### src/rtl/csi_pkg.sv
// Shared definitions for the CSI-2 packet sequencer: FSM states, short-packet
// threshold, byte-enable encodings and header field offsets.
package csi_pkg;

  typedef enum logic [2:0] {
    ST_IDLE,
    ST_HUNT,
    ST_PAYLOAD,
    ST_CRC_FULL,
    ST_CRC_HI,
    ST_WAIT_EOT
  } state_t;

  localparam logic [5:0] CSI_SHORT_DT_MAX = 6'h0F;

  localparam logic [1:0] KEEP_BOTH = 2'b11;
  localparam logic [1:0] KEEP_HI   = 2'b10;

  localparam int unsigned DATA_ID_LSB = 0;
  localparam int unsigned DATA_ID_MSB = 7;
  localparam int unsigned WC_LSB      = 8;
  localparam int unsigned WC_MSB      = 23;
  localparam int unsigned ECC_LSB     = 24;
  localparam int unsigned ECC_MSB     = 31;

  function automatic logic is_short_dt(input logic [7:0] data_id);
    return data_id[5:0] <= CSI_SHORT_DT_MAX;
  endfunction

endpackage

### src/rtl/csi_byte_counter.sv
// Remaining-payload-byte counter: loaded with the word count, decremented by
// two per payload word, flags the final full or half word.
module csi_byte_counter (
  input  logic        clk,
  input  logic        reset_n,
  input  logic        load,
  input  logic [15:0] load_val,
  input  logic        dec,
  output logic        last_full,
  output logic        last_half
);

  logic [15:0] rem;

  // Saturating decrement keeps rem from wrapping even if dec arrives at rem < 2.
  always_ff @(posedge clk) begin
    if (!reset_n)
      rem <= '0;
    else if (load)
      rem <= load_val;
    else if (dec)
      rem <= (rem >= 16'd2) ? rem - 16'd2 : '0;
  end

  assign last_full = (rem == 16'd2);
  assign last_half = (rem == 16'd1);

endmodule

### src/rtl/csi_packet_sequencer.sv
// Per-burst packet sequencer: arms the header finder, latches the header and
// splits the following stream into payload words and the 16-bit CRC footer.
module csi_packet_sequencer
  import csi_pkg::*;
(
  input  logic        rxbyteclkhs,
  input  logic        reset_n,
  input  logic        lane_active,
  input  logic [31:0] ph_dout,
  input  logic        ph_valid,
  input  logic        ph_select,
  output logic        finder_en,
  output logic [7:0]  hdr_data_id,
  output logic [15:0] hdr_wc,
  output logic [7:0]  hdr_ecc,
  output logic        hdr_valid,
  output logic        short_pkt,
  output logic [15:0] pay_data,
  output logic [1:0]  pay_keep,
  output logic        pay_valid,
  output logic        pay_last,
  output logic [15:0] crc_data,
  output logic        crc_valid,
  output logic        pkt_done,
  output logic        pkt_err
);

  state_t state, next_state;

  logic        cnt_load, cnt_dec, last_full, last_half;
  logic [7:0]  crc_lsb, crc_lsb_d;
  logic        finder_en_d, hdr_valid_d, short_pkt_d, pay_valid_d, pay_last_d;
  logic        crc_valid_d, pkt_done_d, pkt_err_d;
  logic [7:0]  hdr_data_id_d, hdr_ecc_d;
  logic [15:0] hdr_wc_d, pay_data_d, crc_data_d;
  logic [1:0]  pay_keep_d;
  logic        drop;

  assign drop = !lane_active || !ph_valid;

  csi_byte_counter u_counter (
    .clk      (rxbyteclkhs),
    .reset_n  (reset_n),
    .load     (cnt_load),
    .load_val (ph_dout[WC_MSB:WC_LSB]),
    .dec      (cnt_dec),
    .last_full(last_full),
    .last_half(last_half)
  );

  always_comb begin
    next_state    = state;
    cnt_load      = 1'b0;
    cnt_dec       = 1'b0;
    crc_lsb_d     = crc_lsb;
    hdr_data_id_d = hdr_data_id;
    hdr_wc_d      = hdr_wc;
    hdr_ecc_d     = hdr_ecc;
    short_pkt_d   = short_pkt;
    pay_data_d    = pay_data;
    pay_keep_d    = pay_keep;
    crc_data_d    = crc_data;
    hdr_valid_d   = 1'b0;
    pay_valid_d   = 1'b0;
    pay_last_d    = 1'b0;
    crc_valid_d   = 1'b0;
    pkt_done_d    = 1'b0;
    pkt_err_d     = 1'b0;

    case (state)
      ST_IDLE: begin
        if (lane_active) next_state = ST_HUNT;
      end
      ST_HUNT: begin
        if (!lane_active) begin
          next_state = ST_IDLE;
        end else if (ph_valid && ph_select) begin
          hdr_data_id_d = ph_dout[DATA_ID_MSB:DATA_ID_LSB];
          hdr_wc_d      = ph_dout[WC_MSB:WC_LSB];
          hdr_ecc_d     = ph_dout[ECC_MSB:ECC_LSB];
          short_pkt_d   = is_short_dt(ph_dout[DATA_ID_MSB:DATA_ID_LSB]);
          hdr_valid_d   = 1'b1;
          if (short_pkt_d) begin
            pkt_done_d = 1'b1;
            next_state = ST_WAIT_EOT;
          end else if (hdr_wc_d == 16'd0) begin
            next_state = ST_CRC_FULL;
          end else begin
            cnt_load   = 1'b1;
            next_state = ST_PAYLOAD;
          end
        end
      end
      ST_PAYLOAD: begin
        if (drop) begin
          pkt_err_d  = 1'b1;
          next_state = ST_IDLE;
        end else begin
          pay_valid_d = 1'b1;
          pay_data_d  = ph_dout[31:16];
          if (last_half) begin
            pay_keep_d = KEEP_HI;
            pay_last_d = 1'b1;
            crc_lsb_d  = ph_dout[23:16];
            next_state = ST_CRC_HI;
          end else if (last_full) begin
            pay_keep_d = KEEP_BOTH;
            pay_last_d = 1'b1;
            next_state = ST_CRC_FULL;
          end else begin
            pay_keep_d = KEEP_BOTH;
            cnt_dec    = 1'b1;
          end
        end
      end
      ST_CRC_FULL, ST_CRC_HI: begin
        if (drop) begin
          pkt_err_d  = 1'b1;
          next_state = ST_IDLE;
        end else begin
          crc_data_d  = (state == ST_CRC_FULL) ? {ph_dout[23:16], ph_dout[31:24]}
                                               : {ph_dout[31:24], crc_lsb};
          crc_valid_d = 1'b1;
          pkt_done_d  = 1'b1;
          next_state  = ST_WAIT_EOT;
        end
      end
      ST_WAIT_EOT: begin
        if (!lane_active) next_state = ST_IDLE;
      end
      default: next_state = ST_IDLE;
    endcase

    // Registered from next_state so finder_en tracks the state register exactly.
    finder_en_d = (next_state == ST_HUNT) || (next_state == ST_PAYLOAD) ||
                  (next_state == ST_CRC_FULL) || (next_state == ST_CRC_HI);
  end

  always_ff @(posedge rxbyteclkhs) begin
    if (!reset_n) begin
      state       <= ST_IDLE;
      crc_lsb     <= '0;
      finder_en   <= 1'b0;
      hdr_data_id <= '0;
      hdr_wc      <= '0;
      hdr_ecc     <= '0;
      hdr_valid   <= 1'b0;
      short_pkt   <= 1'b0;
      pay_data    <= '0;
      pay_keep    <= '0;
      pay_valid   <= 1'b0;
      pay_last    <= 1'b0;
      crc_data    <= '0;
      crc_valid   <= 1'b0;
      pkt_done    <= 1'b0;
      pkt_err     <= 1'b0;
    end else begin
      state       <= next_state;
      crc_lsb     <= crc_lsb_d;
      finder_en   <= finder_en_d;
      hdr_data_id <= hdr_data_id_d;
      hdr_wc      <= hdr_wc_d;
      hdr_ecc     <= hdr_ecc_d;
      hdr_valid   <= hdr_valid_d;
      short_pkt   <= short_pkt_d;
      pay_data    <= pay_data_d;
      pay_keep    <= pay_keep_d;
      pay_valid   <= pay_valid_d;
      pay_last    <= pay_last_d;
      crc_data    <= crc_data_d;
      crc_valid   <= crc_valid_d;
      pkt_done    <= pkt_done_d;
      pkt_err     <= pkt_err_d;
    end
  end

endmodule

### config.mk
export PLATFORM = sky130hd
export DESIGN_NAME = csi_packet_sequencer
export DESIGN_NICKNAME = d
export VERILOG_FILES = /design/src/rtl/csi_pkg.sv /design/src/rtl/csi_byte_counter.sv /design/src/rtl/csi_packet_sequencer.sv
export SDC_FILE = /design/constraint.sdc
export NUM_CORES = 1
export LEC_CHECK = 0
export BUFFER_PORTS_ARGS = -buffer_cell sky130_fd_sc_hd__buf_4
export CORE_AREA = 2 2 96 98
export CTS_CLUSTER_DIAMETER = 120
export DETAILED_ROUTE_END_ITERATION = 6
export DIE_AREA = 0 0 98 100
export PLACE_DENSITY = 0.78
export SETUP_SLACK_MARGIN = 0.15
export SYNTH_ARGS = -nofsm -noshare
export SYNTH_HDL_FRONTEND = slang
export SYNTH_SLANG_ARGS = --single-unit
### constraint.sdc
create_clock -name rxbyteclkhs -period 3.18 [get_ports rxbyteclkhs]
set_clock_uncertainty 0.05 [all_clocks]
set_input_delay 0.318 -clock rxbyteclkhs [delete_from_list [all_inputs] [get_ports rxbyteclkhs]]
set_output_delay 0.318 -clock rxbyteclkhs [all_outputs]
set_load 0.05 [all_outputs]
# Word-level counts from Yosys, hierarchy flattened

Index checks and enable logic that the tools add are counted.

Flip-flop bits (word level): 101
Bits of input ports: 37
Word-level logic and storage cells: 89

Add/sub/neg operators: 1
$lt $le $gt $ge: 2
Equal/unequal tests: 11
Mux-type cells: 34
Bitwise logic cells: 3
Reductions and logical operators: 21

Operator list:

| operator                | count |
|---|---|
| $mux W16                | 4 |
| $mux W3                 | 9 |
| $mux W1                 | 19 |
| $eq A16 B1 Y1 const B   | 1 |
| $eq A16 B2 Y1 const B   | 1 |
| $ge A16 B2 Y1 const B   | 1 |
| $logic_not A16 Y1       | 1 |
| $sub A16 B2 Y16 const B | 1 |
| $pmux W3 S5             | 1 |
| $eq A3 B2 Y1 const B    | 4 |
| $reduce_and A2 Y1       | 5 |
| $eq A3 B3 Y1 const B    | 3 |
| $reduce_and A3 Y1       | 3 |
| $eq A3 B1 Y1 const B    | 2 |
| $le A6 B4 Y1 const B    | 1 |
| $reduce_or A3 Y1        | 2 |
| $logic_or A1 B1 Y1      | 4 |
| $logic_not A3 Y1        | 1 |
| $not A1 Y1              | 3 |
| $logic_not A1 Y1        | 2 |
| $pmux W1 S2             | 1 |
| $reduce_bool A2 Y1      | 1 |
| $reduce_or A2 Y1        | 1 |
| $logic_and A1 B1 Y1     | 1 |

# Longest topological paths before layout

Gate-level depths: netlist (run 1).

Word-level depth: 10
Mapped depth: 8
Mapped depth without buffers: 7

# Cells and area by module

A second synthesis (run 1) with hierarchy kept.

Cells, all modules: 496
Area, all modules: 4,340.4 um^2

Modules (own cells, without submodules):

| module               | instances | cells each | area each (um^2) | seq. area each (um^2) |
|---|---|---|---|---|
| csi_packet_sequencer | 1         | 371        | 3,273.1          | 1,701.6 |
| csi_byte_counter     | 1         | 125        | 1,067.3          | 320.3 |

# Worst setup path after synthesis (run 1)

No wires, ideal clock.

Path kind: reg2reg
Start: reg u_counter.rem[1]
End: reg u_counter.rem[15]
Data arrival time: 2.036 ns
Required time: 2.997 ns
Slack: 0.961 ns
Cell stages (with the launch flop): 9
Path buffers: 1
Cell sequence: dfxtp_1 -> clkbuf_1 -> inv_1 -> ha_1 -> nor4b_1 -> nand4_1 -> a2111oi_4 -> mux2i_1 -> o22ai_1

Cells in the longest elaborated chain, start to end: 6

RTL lines:

| element                                                 | line                   | source |
|---|---|---|
| start: declaration                                      | csi_byte_counter.sv:13 | `logic [15:0] rem;` |
| start signal: assignment                                | csi_byte_counter.sv:20 | `rem <= load_val;` |
| start signal: assignment                                | csi_byte_counter.sv:22 | `rem <= (rem >= 16'd2) ? rem - 16'd2 : '0;` |
| branches (longest 6 deep; another with $sub A16 B2 Y16) | -                      |  |

Parallel ways; which one is timed is not known. The select of a mux whose other input is x is not followed.
A chain may end at the register's enable or synchronous reset.

# Worst setup path after layout (run 1)

Start: reg state[0]
End: reg u_counter.rem[13]

Cells in the longest elaborated chain, start to end: 3

RTL lines:

| element                                               | line                        | source |
|---|---|---|
| start: declaration                                    | csi_packet_sequencer.sv:28  | `state_t state, next_state;` |
| start signal: assignment                              | csi_packet_sequencer.sv:158 | `state <= next_state;` |
| $eq A3 B1 Y1 / $eq A3 B2 Y1 (equally long branches)   | csi_packet_sequencer.sv:70  | `case (state)` |
| $mux W1                                               | csi_packet_sequencer.sv:70  |  |
| $mux W16 / $reduce_bool A2 Y1 (equally long branches) | -                           |  |

Parallel ways exist; a longest one is shown, timed or not.

==> flow_summary.toml, run 1 <==
[timing]
hold_violations = 0
finalSetupTns_ps = 0
rsz0062_at_grt = "false"
setup_viol = 0
worst_slew_pin_slew_ps = 763
max_freq_mhz = 408
min_period_ps = 2450
max_slew_margin_pct = 49.1
maxSlewViolCount = 0
period_share_pct = 77.1

[setup_path]
critPathTopFamily = "simple AND/OR/NAND/NOR gates"
reg2reg_slack_ps = 730
crit_buf_inv = 0
worstSetupPathType = "reg2reg"
endpoint_kind = "register"
critPathLaunchType = "register"
cp_max_fo = 11
worst_ep_required_time_ps = 3380
max_stage_delay_ps = 660
cp.arrival_ps = 2650
crit_chain = "nor2b_1, nand3b_1, o21ai_0, a311oi_1, or3_1"
cp_slowest_cell = "nor2b_1"

[power_and_ir_drop]
power_frac_comb_pct = 9.7
switching_share_pct = 26.5
power_mw = 2.26
p_per_area_nw_per_um2 = 422
p_clk_share_pct = 33.6
power.internal_mw = 1.66
irDropWorstVdd_mv = 0.249
net-switching-power_uw = 601
p_leak_nw = 2.08
power_frac_seq_pct = 56.8

[synthesis]
synthesis.area_um2 = 4250
yosysTopAreaCellShare_pct = 47.6
synthCells = 531
avgSynthCellArea_um2 = 8.01
synth.distinct_cells = 50
synth.largest_area_cell = "dfxtp_1"
yosys-top-cells-count = "nand2_1, dfxtp_1, a21oi_1"
synth_seq_area_share_pct = 47.6
synthArstFlopShare_pct = 0
yosys_warnings = 0
synth_edf_count = 0
synthFlopType = "dfxtp_1"
synth_most_common_cell = "nand2_1"
synth_nets = 569
synth.area.top_cells = "dfxtp_1, nand2_1, a21oi_1"
ys_ff_latch = 101

[cts]
clkTransAtPathRegs_ps = 100
cts_resized = 0
htreeDepth = 3
clock_sinks = 101
cts_buffers = 9
insertion_delay_ps = 370
cts_tree = "yes"
clock_path_buffers = 2
root_buffer = "clkbuf_8"
post_cts_buffers = 0
ctsHoldBuffers = 0

[global_routing]
grt_pass1_wl_mm = 20.7
grt_pass1_vias = 4008
antenna_found_initial = 0
grt_overflow = 0
track_usage_pct = 25.9
grt_max_degree = 41

[placed_design]
place_hpwl_mm = 8.91
dp.cells = 729
io_buffers = 110
place.gp.congestion = 0.909

[floorplan]
dieHeight_um = 100
start_util_pct = 47.8
core-area_um2 = 8890
die-area_um2 = 9800
rows = 35
io_pins = 111
die_w_um = 98

[route]
drc = 0
vias = 4263
ant_nets = 0
drt-pass1-iter-count = 4
post_drt_wl_per_cell_um = 16.9
routed_wl_mm = 12.6
drt-vias-per-instance = 5.73
drtIter0Drc = 318

[flow_run]
drv_cap = 0

[finish]
fin_cells = 744
nets = 667
area_growth_pct = 26.0
fill_cells = 781
drive_gt1_share_pct = 23.1
n_antenna_cell = 0
utilization_pct = 60.3

[run_status]
status = "finished, final reports clean"

[worst_hold_path]
hp-class = "in2reg"
[sequential cells by signal (all words and copies together), names as in the netlist, 2 cells and up]
name	flops
hdr_wc	16
crc_data	16
crc_lsb	8
hdr_ecc	8
state	3
pay_data	16
u_counter.rem	16
pay_keep	2
hdr_data_id	8
[final timing paths]
kind	to	startpoint	cells past startpoint
worst max-delay path	u_counter.rem[13]	state[0]	5
worst min register to register	hdr_data_id[0]	hdr_data_id[0]	2
worst max register to register	u_counter.rem[13]	state[0]	5
worst min-delay path	hdr_data_id[3]	ph_dout[3]	3
[metal layers]
metal / vias up / part of all wire, % / GRT usage [%]
met5: - / 0 / 0
met4: 0 / 1.8 / 10.1
met3: 21 / 7.8 / 5.57
met2: 191 / 47 / 40.7
met1: 1986 / 43 / 35.0
li1: 2065 / - / -
[area by class of cell]
class | instances | area [µm²] | area share (%)
Sequential cell | 101 | 2020 | 37.7
Timing Repair Buffer | 122 | 916 | 17.1
Multi-Input combinational cell | 386 | 2070 | 38.6
Clock buffer | 10 | 138 | 2.57
Clock inverter | 5 | 43.8 | 0.817
Inverter | 9 | 33.8 | 0.631
Tap cell | 111 | 139 | 2.59
[through the flow]
stage	area [µm²]	setup WS, ps	hold slack (ps)
3_3_place_gp	5180	971	390
4_1_cts	5360	795	138
2_1_floorplan	4250	961	382
3_5_place_dp	5180	851	399
5_1_grt	5360	556	131
6_report	5360	730	142
[layout by cell type, fill, tap and decap left out, types with 9 or more instances in the layout]
| master | instances |
|---|---|
| nand3_1 | 26 |
| nand2_1 | 130 |
| a311oi_1 | 9 |
| nor2_1 | 31 |
| nor4_1 | 10 |
| a21oi_1 | 73 |
| dfxtp_1 | 101 |
| mux2i_1 | 11 |
| clkbuf_8 | 10 |
| o21ai_0 | 10 |
| a211oi_1 | 11 |
| buf_4 | 122 |
[power by group through the flow]
stage	sequential (mW)	combinational [mW]	clock (mW)
6_report	1.28	0.219	0.760
5_1_grt	1.29	0.235	0.839
4_1_cts	1.28	0.216	0.767
3_5_place_dp	1.31	0.215	0
3_3_place_gp	1.31	0.214	0
2_1_floorplan	1.34	0.0923	0
[tightest hold or removal path, cell delays in order]
cell     delay [ps]
buf_4           110
nand2_1          50
a21oi_1          50
[logic make-up (layout without fill, tap and decap cells)]
logic type | count (synthesis) | after routing | synth area share (%)
AND/OR/NAND/NOR | 238 | 238 | 25.7
AO/OA/AOI/OAI | 134 | 134 | 19.4
flip-flops | 101 | 101 | 47.6
buffers and inverters | 44 | 146 | 4.06
multiplexers | 11 | 11 | 2.59
XOR/XNOR | 2 | 2 | 0.412
adder cells (fa/ha/maj) | 1 | 1 | 0.294
Power figures use the tool's default switching activity.
==> run 2, diff against run 1 <==
--- a/config.mk
+++ b/config.mk
@@ -6,11 +6,11 @@
 export NUM_CORES = 1
 export LEC_CHECK = 0
 export BUFFER_PORTS_ARGS = -buffer_cell sky130_fd_sc_hd__buf_4
-export CORE_AREA = 2 2 96 98
+export CORE_AREA = 2 2 99 101
 export CTS_CLUSTER_DIAMETER = 120
 export DETAILED_ROUTE_END_ITERATION = 6
-export DIE_AREA = 0 0 98 100
-export PLACE_DENSITY = 0.78
+export DIE_AREA = 0 0 101 103
+export PLACE_DENSITY = 0.77
 export SETUP_SLACK_MARGIN = 0.15
 export SYNTH_ARGS = -nofsm -noshare
 export SYNTH_HDL_FRONTEND = slang
==> constraint.sdc (replaced) <==
create_clock -name rxbyteclkhs -period 2.2 [get_ports rxbyteclkhs]
set_clock_uncertainty 0.05 [all_clocks]
set_input_delay 0.22 -clock rxbyteclkhs [delete_from_list [all_inputs] [get_ports rxbyteclkhs]]
set_output_delay 0.22 -clock rxbyteclkhs [all_outputs]
set_load 0.05 [all_outputs]
==> run 2 against run 1 <==
  * Design area grew 4.3%
  * Count of clock-buffer cells in the layout fell by 1
  * Via count is 1.1% higher
  * Maximum frequency is 20% higher
  * Sequential cell count unchanged
  * Sequential power is 45% higher
  * Worst hold slack got worse by 110 ps
  * Combinational power increased by 56%
  * Final cell count increased by 2.2%
  * Register-to-register slack lost 570 ps
  * Critical path depth rose by 2
  * Critical path type unchanged
  * Largest power group unchanged
==> flow_summary.toml, run 2 (synthesis results as in run 1) <==
[finish]
final_common_cell = "buf_4"
area_growth_pct = 31.4
nets = 679
drive_gt1_share_pct = 26.6
utilization_pct = 59.1
fin_cells = 760
post-route-cell-area_um2 = 5590
n_antenna_cell = 0
mostFrequentLayoutCells = "buf_4, nand2_1, dfxtp_1"

[setup_path]
crit_buf_inv = 1
setup.worst_path.start = "u_counter.rem[1]"
critPathTopFamily = "simple AND/OR/NAND/NOR gates"
cp.arrival_ps = 2240
endpoint_kind = "register"
worstSetupPathType = "reg2reg"
critPathLaunchType = "register"
cp_slowest_cell = "dfxtp_2"
max_stage_delay_ps = 380
worst_ep_required_time_ps = 2410
cp_max_fo = 8
crit_chain = "inv_1, ha_1, nor4b_4, nand4_1, a2111oi_4, mux2i_1, o22ai_1"
r2r-start = "u_counter.rem[1]"

[power_and_ir_drop]
power.internal_mw = 2.63
switching_share_pct = 26.0
irDropWorstVdd_mv = 0.406
power_frac_comb_pct = 9.6
p_per_area_nw_per_um2 = 635
p_clk_share_pct = 38.1
power_frac_seq_pct = 52.3
p_leak_nw = 2.20
net-switching-power_uw = 922

[cts]
clkTransAtPathRegs_ps = 110
insertion_delay_ps = 370
post_cts_buffers = 0
htreeDepth = 3
clock_sinks = 101
ctsHoldBuffers = 0
cts_buffers = 9
cts_tree = "yes"
clock_path_buffers = 2
root_buffer = "clkbuf_8"

[timing]
fin_ws_ps = 162
finalSetupTns_ps = 0
worst_slew_pin_slew_ps = 494
min_period_ps = 2040
max_freq_mhz = 491
max_slew_margin_pct = 67.0
rsz0062_at_grt = "true"
period_share_pct = 92.6
hold_violations = 0
maxSlewViolCount = 0
setup_viol = 0

[route]
routed_wl_mm = 13.2
drc = 0
drtIter0Drc = 287
post_drt_wl_per_cell_um = 17.4
drt-pass1-iter-count = 5
ant_nets = 0
vias = 4308
drt-vias-per-instance = 5.67

[global_routing]
track_usage_pct = 25.8
antenna_found_initial = 0
grt_pass1_wl_mm = 20.9
grt_max_degree = 35
grt_pass1_vias = 4087
grt_overflow = 0

[worst_hold_path]
holdCritStartpoint = "ph_dout[7]"
hp-class = "in2reg"

[placed_design]
placed_area_um2 = 5300
dp_slack_ps = 47.8
place.gp.congestion = 0.935
place_hpwl_mm = 9.36
io_buffers = 110
dp.cells = 744

[floorplan]
die_w_um = 101
start_util_pct = 44.9
die-area_um2 = 10400
core-area_um2 = 9460
io_pins = 111
rows = 36
dieHeight_um = 103

[run_status]
status = "finished, final reports clean"

[flow_run]
drv_cap = 0
run 2: metrics by stage:
stage          hold WS [ps]  total power, mW
2_1_floorplan           300             2.07
4_1_cts                24.9             3.56
3_3_place_gp            390             2.22
5_1_grt                14.5             3.68
3_5_place_dp            394             2.23
6_report               34.4             3.55
run 2: tightest hold or removal path, cell delays in order:
cell and delay, ps:
buf_4 110, nand2_1 40, a21oi_1 50
run 2: worst paths after layout:
check / end / slack [ps] / cells past startpoint
setup / recovery: u_counter.rem[15] / 160 / 7
hold / removal: hdr_data_id[7] / 30 / 3
setup reg to reg: u_counter.rem[15] / 160 / 7
hold reg to reg: crc_lsb[4] / 410 / 2
run 2: what timing repair did:
action | 4_1_cts | 5_1_grt
gates resized for setup | 8 | 10
pin swaps | 1 | 0
hold endpoints to repair | 0 | 0
endpoints found under the setup margin | 12 | 15
run 2: final cells by class:
class                   instances  area [µm²]
flip-flops and latches        101        2030
fillers                       850        3870
clock inverters                 7         104
inverters                       9        33.8
well taps                     114         143
clock buffers                   9         124
multi-input cells             386        2130
repair buffers                134        1030
run 2: routing by layer:
layer	wire length [µm]	global-route usage, %	up-vias
li1	-	-	2083
met1	5730	34.4	2054
met2	6420	42.9	162
met3	969	5.22	9
met4	93	6.86	0
met5	0	0	-
run 2: power groups by stage:
stage | Sequential [mW] | Combinational [mW] | Clock [mW]
after global routing | 1.86 | 0.367 | 1.45
final | 1.86 | 0.342 | 1.35
after CTS | 1.86 | 0.335 | 1.37
after global placement | 1.90 | 0.327 | 0
after detailed placement | 1.90 | 0.330 | 0
after floorplan | 1.93 | 0.134 | 0
